===== config.mk =====
export PLATFORM = sky130hd
export DESIGN_NAME = calc
export DESIGN_NICKNAME = d
export VERILOG_FILES = /design/src/rtl/calc_pkg.sv /design/src/rtl/calc_sign_act.sv /design/src/rtl/calc.sv
export SDC_FILE = /design/constraint.sdc
export NUM_CORES = 1
export LEC_CHECK = 0
export ABC_AREA = 1
export CAP_MARGIN = 20
export CORE_MARGIN = 4
export CORE_UTILIZATION = 45
export DETAILED_ROUTE_END_ITERATION = 12
export GPL_ROUTABILITY_DRIVEN = 1
export PLACE_DENSITY = 0.75
export SLEW_MARGIN = 30
export SYNTH_ARGS = -nofsm -noshare
export SYNTH_HDL_FRONTEND = slang
export SYNTH_SLANG_ARGS = --single-unit
export TNS_END_PERCENT = 10

===== constraint.sdc =====
create_clock -name clk -period 1.8 [get_ports clk]
set_clock_uncertainty 0.05 [all_clocks]
set_input_delay 0.18 -clock clk [delete_from_list [all_inputs] [get_ports clk]]
set_output_delay 0.18 -clock clk [all_outputs]
set_load 0.05 [all_outputs]

===== src/rtl/calc_pkg.sv =====
// Shared constants and types for the calc neuron aggregator.
// Latency: n/a (declarations only).
// Backpressure: n/a (no flow control in this block).
package calc_pkg;

   localparam int unsigned CALC_ALU_WIDTH = 12;
   localparam int unsigned CALC_N_INPUTS  = 784;
   localparam int unsigned CALC_THRESHOLD = CALC_N_INPUTS / 2;

   typedef logic [CALC_ALU_WIDTH-1:0] calc_acc_t;

endpackage


===== src/rtl/calc_sign_act.sv =====
// Sign-style binary activation: fires when the mismatch count is at or below THRESHOLD.
// Latency: combinational, zero cycles.
// Backpressure: none; output follows acc continuously.
module calc_sign_act #(
   parameter int unsigned WIDTH     = 12,
   parameter int unsigned THRESHOLD = 392
) (
   input  logic [WIDTH-1:0] acc,
   output logic             acted
);

   // Compare at 32 bits so a THRESHOLD wider than acc is handled without truncation.
   always_comb begin
      acted = (32'(acc) <= THRESHOLD);
   end

endmodule


===== src/rtl/calc.sv =====
// BNN neuron aggregator: counts XOR mismatch bits and exposes count plus binary activation.
// Latency: an input sampled at edge k is visible right after edge k (1 clock).
// Backpressure: none; accumulates every cycle calc_1 is high. Macro CALC_SAT_EN selects saturation over wrap.
module calc
   import calc_pkg::*;
#(
   parameter int unsigned alu_width = CALC_ALU_WIDTH,
   parameter int unsigned N_INPUTS  = CALC_N_INPUTS,
   parameter int unsigned THRESHOLD = N_INPUTS / 2
) (
   input  logic                 clk,
   input  logic                 rst,
   input  logic                 calc_1,
   input  logic                 calc_in,
   output logic [alu_width-1:0] agg_out2alu,
   output logic                 agg_out_acted
);

   logic [alu_width-1:0] acc;
   logic [alu_width-1:0] acc_inc;

   // Product bit zero-extended to accumulator width.
   always_comb begin
      acc_inc = {{(alu_width-1){1'b0}}, calc_in};
   end

   // Accumulator: reset beats enable, so a product arriving with rst is dropped.
   always_ff @(posedge clk) begin
      if (rst) begin
         acc <= '0;
      end else if (calc_1) begin
`ifdef CALC_SAT_EN
         // Hold at full scale instead of wrapping back to a small count.
         if (acc != '1) begin
            acc <= acc + acc_inc;
         end
`else
         acc <= acc + acc_inc;
`endif
      end
   end

   assign agg_out2alu = acc;

   calc_sign_act #(
      .WIDTH     (alu_width),
      .THRESHOLD (THRESHOLD)
   ) u_sign_act (
      .acc   (acc),
      .acted (agg_out_acted)
   );

endmodule


==> results.md, run 1 <==
* Ports at 17
* CP arrival at roughly 1.5 ns
* Leak at roughly 0.35 nW
* P_int at approximately 0.37 mW
* Die Y at 45.3 um
* Hold buffer count at cts at 0
* Setup TNS at 0 ns
* Pwr dens at 588 nW/um^2
* Final Hold Viols at 0
* Hpwl dp at roughly 1.0 mm
* CP endpoint kind: primary output
* Placed instance count at 122
* Sw Share at between 20% and 30%
* GPL Wtd Cong at 0.840
* CTS Buf Count at 3
* Fillers at 130
* Worst-Margin Slew at about 0.51 ns
* Fmax at between 0.5 and 0.6 GHz
* Synth area leader: dfxtp_1
* DR WL met3 at just under 80 um
* Number of port buffers at 16
* Comb pwr share at about a tenth
* Avg WL per Cell at 11.0 um
* Type of the worst min-delay path: in -> reg
* Main combinational cell family by area after synthesis: simple AND/OR/NAND/NOR gates
* Critical path required time at about 1.6 ns
* Met2 WL post-DR at 637 um
* Die width at ~45 um
* Post-synth top cells: nand2_1, nor2_1, dfxtp_1
* Post-Layout Cell Count at 125
* Synth Area in Simple Gates at between 40% and 50%
* Mapped Cells at ~90
* Top cells by area, synth: dfxtp_1, nand2_1, nor2_1
* Max Used Layer: met4
* Initial antenna violation count at 0
* Clock transition at path regs at about 0.07 ns
* Power Total at about 0.5 mW
* Routed wire length at approximately 1.4 mm
* Global Route Usage Sum at around 16%
* Vias in the first global route at 581
* Post-synth EDFFs at 0
* Root Driver: clkbuf_4
* Synth Register Bits at 12
* Metal1 wirelength at 627 um
* Synth cell types at 17
* Mapped cell area at 624 sq um
* Maximum vdd drop at 471 uV
* Share of layout cells above drive strength 1 at approximately an eighth
* Total global routing overflow at 0
* Syn Area/Cell at around 6.8 sq um
* Crit share post-route at between 90% and 100%
* CTS Buffer Depth at 2
* Crit start category: register
* Detailed-route via count at around 650
* Flip-flop count of the largest register after layout at 12
* # rows at 13
* Residual DRC at 0
* Starting Density at a little under half
* Via density at 5.18
* Crit-path max cell delay at approximately 0.84 ns
* Max_cap viols at 0
* Reg area at 240 sq um
* Sequential power share at 56.1%
* Maximum fanout along the worst path at 4
* Compound-Gate Fraction of Synth Area at 9.22%
* Slew headroom at about 66%
* Worst path cell trace: clkdlybuf4s50_1
* R2R Setup Slk at 0.35 ns
* Asr flop ratio synth at 0%
* Mux cell area share after synthesis at 0%
* H-tree Lvls at 1
* Finish-stage setup viols at 0
* Clock power frac at between 30% and 40%
* Final core utilization at a little under two thirds
* Top FF cell, synth: dfxtp_1
* NumNets Final at between 100 and 150
* CP max stage cell: clkdlybuf4s50_1
* Post-synthesis adder-cell area fraction at under 10%
* Initial DRT Pass Iterations at 4
* Critical path class: reg -> out
* Status: complete, no violations
* Die area at 2050 sq um
* Core Footprint at about 1300 sq um
* Crit path buf inv count at 1
* Yosys warns at 0
* P&R area growth vs syn at 32.9%
* Largest net degree at the start of global routing at 10
* First DRT Iteration DRCs at 22
* Sink Count at 12
* Wire length of the first global-routing pass at roughly 2.5 mm
* CTS tree: built
* Seq/Total Area, Yosys at 38.5%
* Final slew viol count at 0
* Synth Area in XOR/XNOR at between 1 and 1.5%
* Net Sw Power at around 0.12 mW
* Post-synth top area share at about 38%
* Antenna cell count at 0
* Synthesized net count at between 90 and 100
* Fin crit period at about 1.7 ns
* Worst-Skew Late Latency at 0.27 ns
* Antenna Nets Post-Route at 0
* Footprint of the multi-input gates at roughly 350 sq um
* CP top delay family: buffers and inverters
* Unrepaired setup endpoints after global routing: false
==> layer usage <==
| metal | GRT usage (%) | vias up |
|---|---|---|
| li1 | - | 332 |
| met1 | 20.5 | 291 |
| met2 | 26.6 | 18 |
| met3 | 2.79 | 7 |
| met4 | 8.77 | 0 |
| met5 | 0 | - |
==> repair_timing <==
action	in CTS	in global routing
resized for setup	0	1
endpoints found under the setup margin	0	1
setup buffers	0	0
==> cell usage in the layout, fill, tap and decap left out, types with 2 or more instances in the layout <==
cell	netlist	layout
a21oi_1	6	5
buf_4	0	3
clkbuf_4	0	3
clkdlybuf4s50_1	0	11
dfxtp_1	12	12
ha_1	2	2
inv_1	9	9
nand2_1	20	20
nand2_2	2	2
nand3_1	6	6
nor2_1	20	20
nor2_4	2	2
nor3_1	3	3
o21ai_0	4	4
==> through the flow <==
step	instance area, sq um	hold WS [ns]	setup slack (ns)
5_1_grt	830	0.495	0.0102
6_report	830	0.483	0.0534
3_3_place_gp	805	0.473	0.151
4_1_cts	827	0.473	0.0510
2_1_floorplan	628	0.202	0.0991
3_5_place_dp	805	0.480	0.0896
==> logic make-up after synthesis <==
kind of cell,after synthesis
adders and majority gates,2
AOI/OAI and AO/OA,11
buffers and inverters,10
DFF,12
and+or+nand+nor,56
xor gates and xnor gates,1
==> layout make-up <==
cell class | count | area share [%]
Clock buffer | 3 | 2.71
Inverter | 9 | 4.07
Multi-Input combinational cell | 70 | 42.1
Sequential cell | 12 | 29.0
Tap cell | 15 | 2.26
Timing Repair Buffer | 16 | 19.9
==> power by group through the flow <==
stage               clock network, mW  registers, mW  logic, mW
CTS                             0.165          0.274     0.0518
floorplan                           0          0.293     0.0176
finish                          0.163          0.274     0.0514
global route                    0.176          0.275     0.0573
detailed placement                  0          0.280     0.0520
global placement                    0          0.280     0.0508
==> final timing paths <==
path / startpoint / end / cells after the start
setup / recovery: agg_out2alu[5]$_SDFFE_PP0P_ / agg_out2alu[5] / 1
hold / removal: rst / agg_out2alu[4]$_SDFFE_PP0P_ / 2
setup reg to reg: agg_out2alu[0]$_SDFFE_PP0P_ / agg_out2alu[4]$_SDFFE_PP0P_ / 7
hold reg to reg: agg_out2alu[8]$_SDFFE_PP0P_ / agg_out2alu[8]$_SDFFE_PP0P_ / 2
No activity file was read; power rests on OpenSTA's default activity.
==> run 2, diff against run 1 <==
--- a/config.mk
+++ b/config.mk
@@ -7,11 +7,11 @@
 export LEC_CHECK = 0
 export ABC_AREA = 1
 export CAP_MARGIN = 20
-export CORE_MARGIN = 4
+export CORE_MARGIN = 2
 export CORE_UTILIZATION = 45
 export DETAILED_ROUTE_END_ITERATION = 12
 export GPL_ROUTABILITY_DRIVEN = 1
-export PLACE_DENSITY = 0.75
+export PLACE_DENSITY = 0.77
 export SLEW_MARGIN = 30
 export SYNTH_ARGS = -nofsm -noshare
 export SYNTH_HDL_FRONTEND = slang
==> run 2 against run 1 <==
Net effect: routed wire length shrank 3.5%; largest cell class unchanged; hold slack lost 0.019 ns; sequential power is essentially flat; critical endpoint is now agg_out2alu[7]; largest power group unchanged; die area shrank 17%; worst setup slack gained 0.0027 ns.
==> results.md, run 2 (synthesis results as in run 1) <==
* Fmax at ~0.57 GHz
* Pwr dens at approximately 600 nW/um^2
* Crit path buf inv count at 1
* Number of port buffers at 16
* Largest net degree at the start of global routing at 10
* CP endpoint kind: primary output
* Final Hold Viols at 0
* Slew headroom at between 60% and 70%
* Type of the worst min-delay path: in -> reg
* First DRT Iteration DRCs at 11
* Max_cap viols at 0
* Hold buffer count at cts at 0
* Setup TNS at 0 ns
* Ports at 17
* CTS Buffer Depth at 2
* Vias in the first global route at between 400 and 500
* CTS Buf Count at 3
* Residual DRC at 0
* Most frequent cells in the layout: nor2_1, nand2_1, dfxtp_1, clkdlybuf4s50_1, inv_1
* NumNets Final at around 120
* Antenna Nets Post-Route at 0
* Avg WL per Cell at 10.6 um
* CP max stage cell: clkdlybuf4s50_1
* Status: complete, no violations
* Worst path cell trace: clkdlybuf4s50_1
* Sink Count at 12
* Root Driver: clkbuf_4
* Post-cts sizing count at 0
* CP top delay family: buffers and inverters
* Starting Density at between 40% and 50%
* Post-route worst setup slack at ~0.056 ns
* Crit start category: register
* Initial antenna violation count at 0
* Maximum fanout along the worst path at 5
* Pre-CTS setup slack at a little under 0.1 ns
* Die width at around 41 um
* Flip-flop count of the largest register after layout at 12
* Power Total at just under 0.5 mW
* Worst-Skew Late Latency at 0.27 ns
* Critical path required time at 1.57 ns
* Antenna cell count at 0
* CP arrival at roughly 1.5 ns
* Critical path class: reg -> out
* Die area at 1700 sq um
* Unrepaired setup endpoints after global routing: false
* H-tree Lvls at 1
* P&R area growth vs syn at 32.1%
* Routed wire length at roughly 1.3 mm
* Global Route Usage Sum at a little under a fifth
* Footprint of the multi-input gates at 349 sq um
* # rows at 13
* # Post-CTS Setup Buffers at 0
* Final slew viol count at 0
* Maximum vdd drop at 377 uV
* Reg area at ~240 sq um
* Worst-Margin Slew at approximately 0.5 ns
* Initial DRT Pass Iterations at 4
* Wire length of the first global-routing pass at a little over 2 mm
* Finish-stage setup viols at 0
* Clock transition at path regs at 0.08 ns
* Fin crit period at between 1.5 and 2 ns
* CTS tree: built
* Share of layout cells above drive strength 1 at 12.7%
* Die Y at roughly 41 um
* Fillers at about 130
* Via density at a little over 5
* Core Footprint at between 1000 and 1500 sq um
* Crit-path max cell delay at about 0.84 ns
* GPL Wtd Cong at approximately 0.8
* Detailed-route via count at 630
* Crit share post-route at between 90% and 100%
* Hpwl dp at approximately 1000 um
* Total global routing overflow at 0
* Leak at about 0.34 nW
run 2: changes by cell type in the layout (fill, tap and decap cells not counted):
cell	change
dlymetal6s2s_1	-1
buf_4	+1
run 2: per-stage QoR:
stage | cell area [sq um] | std cells | hold slack, ns | util (%)
floorplan | 628 | 92 | 0.202 | -
CTS | 825 | 125 | 0.459 | 63.4
detailed placement | 802 | 122 | 0.485 | 61.6
global route | 825 | 125 | 0.494 | 63.4
global placement | 802 | 122 | 0.471 | 61.6
finish | 825 | 125 | 0.463 | 63.4
run 2: worst paths after layout:
path	slack, ns	end	start	depth (start not counted)
max reg2reg	0.37	agg_out2alu[4]$_SDFFE_PP0P_	agg_out2alu[0]$_SDFFE_PP0P_	7
min reg2reg	0.50	agg_out2alu[8]$_SDFFE_PP0P_	agg_out2alu[8]$_SDFFE_PP0P_	2
min	0.46	agg_out2alu[4]$_SDFFE_PP0P_	rst	2
max	0.06	agg_out2alu[7]	agg_out2alu[7]$_SDFFE_PP0P_	1
run 2: area by class of cell:
type | instances | area share, %
multi-input cells | 70 | 42.3
flip-flops and latches | 12 | 29.1
repair buffers | 16 | 19.4
inverters | 9 | 4.10
clock buffers | 3 | 2.73
well taps | 15 | 2.28
run 2: layer usage:
layer | part of all wire, % | up-vias | GRT usage, %
met5 | 0 | - | 0
li1 | - | 334 | -
met3 | 5.9 | 4 | 4.35
met2 | 45 | 20 | 27.7
met1 | 46 | 272 | 24.3
met4 | 2.3 | 0 | 9.68
run 2: power by group:
part	leakage [nW]	total, mW	switching, mW	internal [mW]
clock network	0.0138	0.167	0.0900	0.0773
logic	0.226	0.0508	0.0312	0.0195
registers	0.0971	0.274	0.00471	0.269
total	0.337	0.492	0.126	0.366
==> run 3, diff against run 2 <==
--- a/config.mk
+++ b/config.mk
@@ -12,6 +12,7 @@
 export DETAILED_ROUTE_END_ITERATION = 12
 export GPL_ROUTABILITY_DRIVEN = 1
 export PLACE_DENSITY = 0.77
+export SKIP_CTS_REPAIR_TIMING = 1
 export SLEW_MARGIN = 30
 export SYNTH_ARGS = -nofsm -noshare
 export SYNTH_HDL_FRONTEND = slang
==> results of run 3 <==
The final DEF is identical to that of run 2; final timing and power are the same.
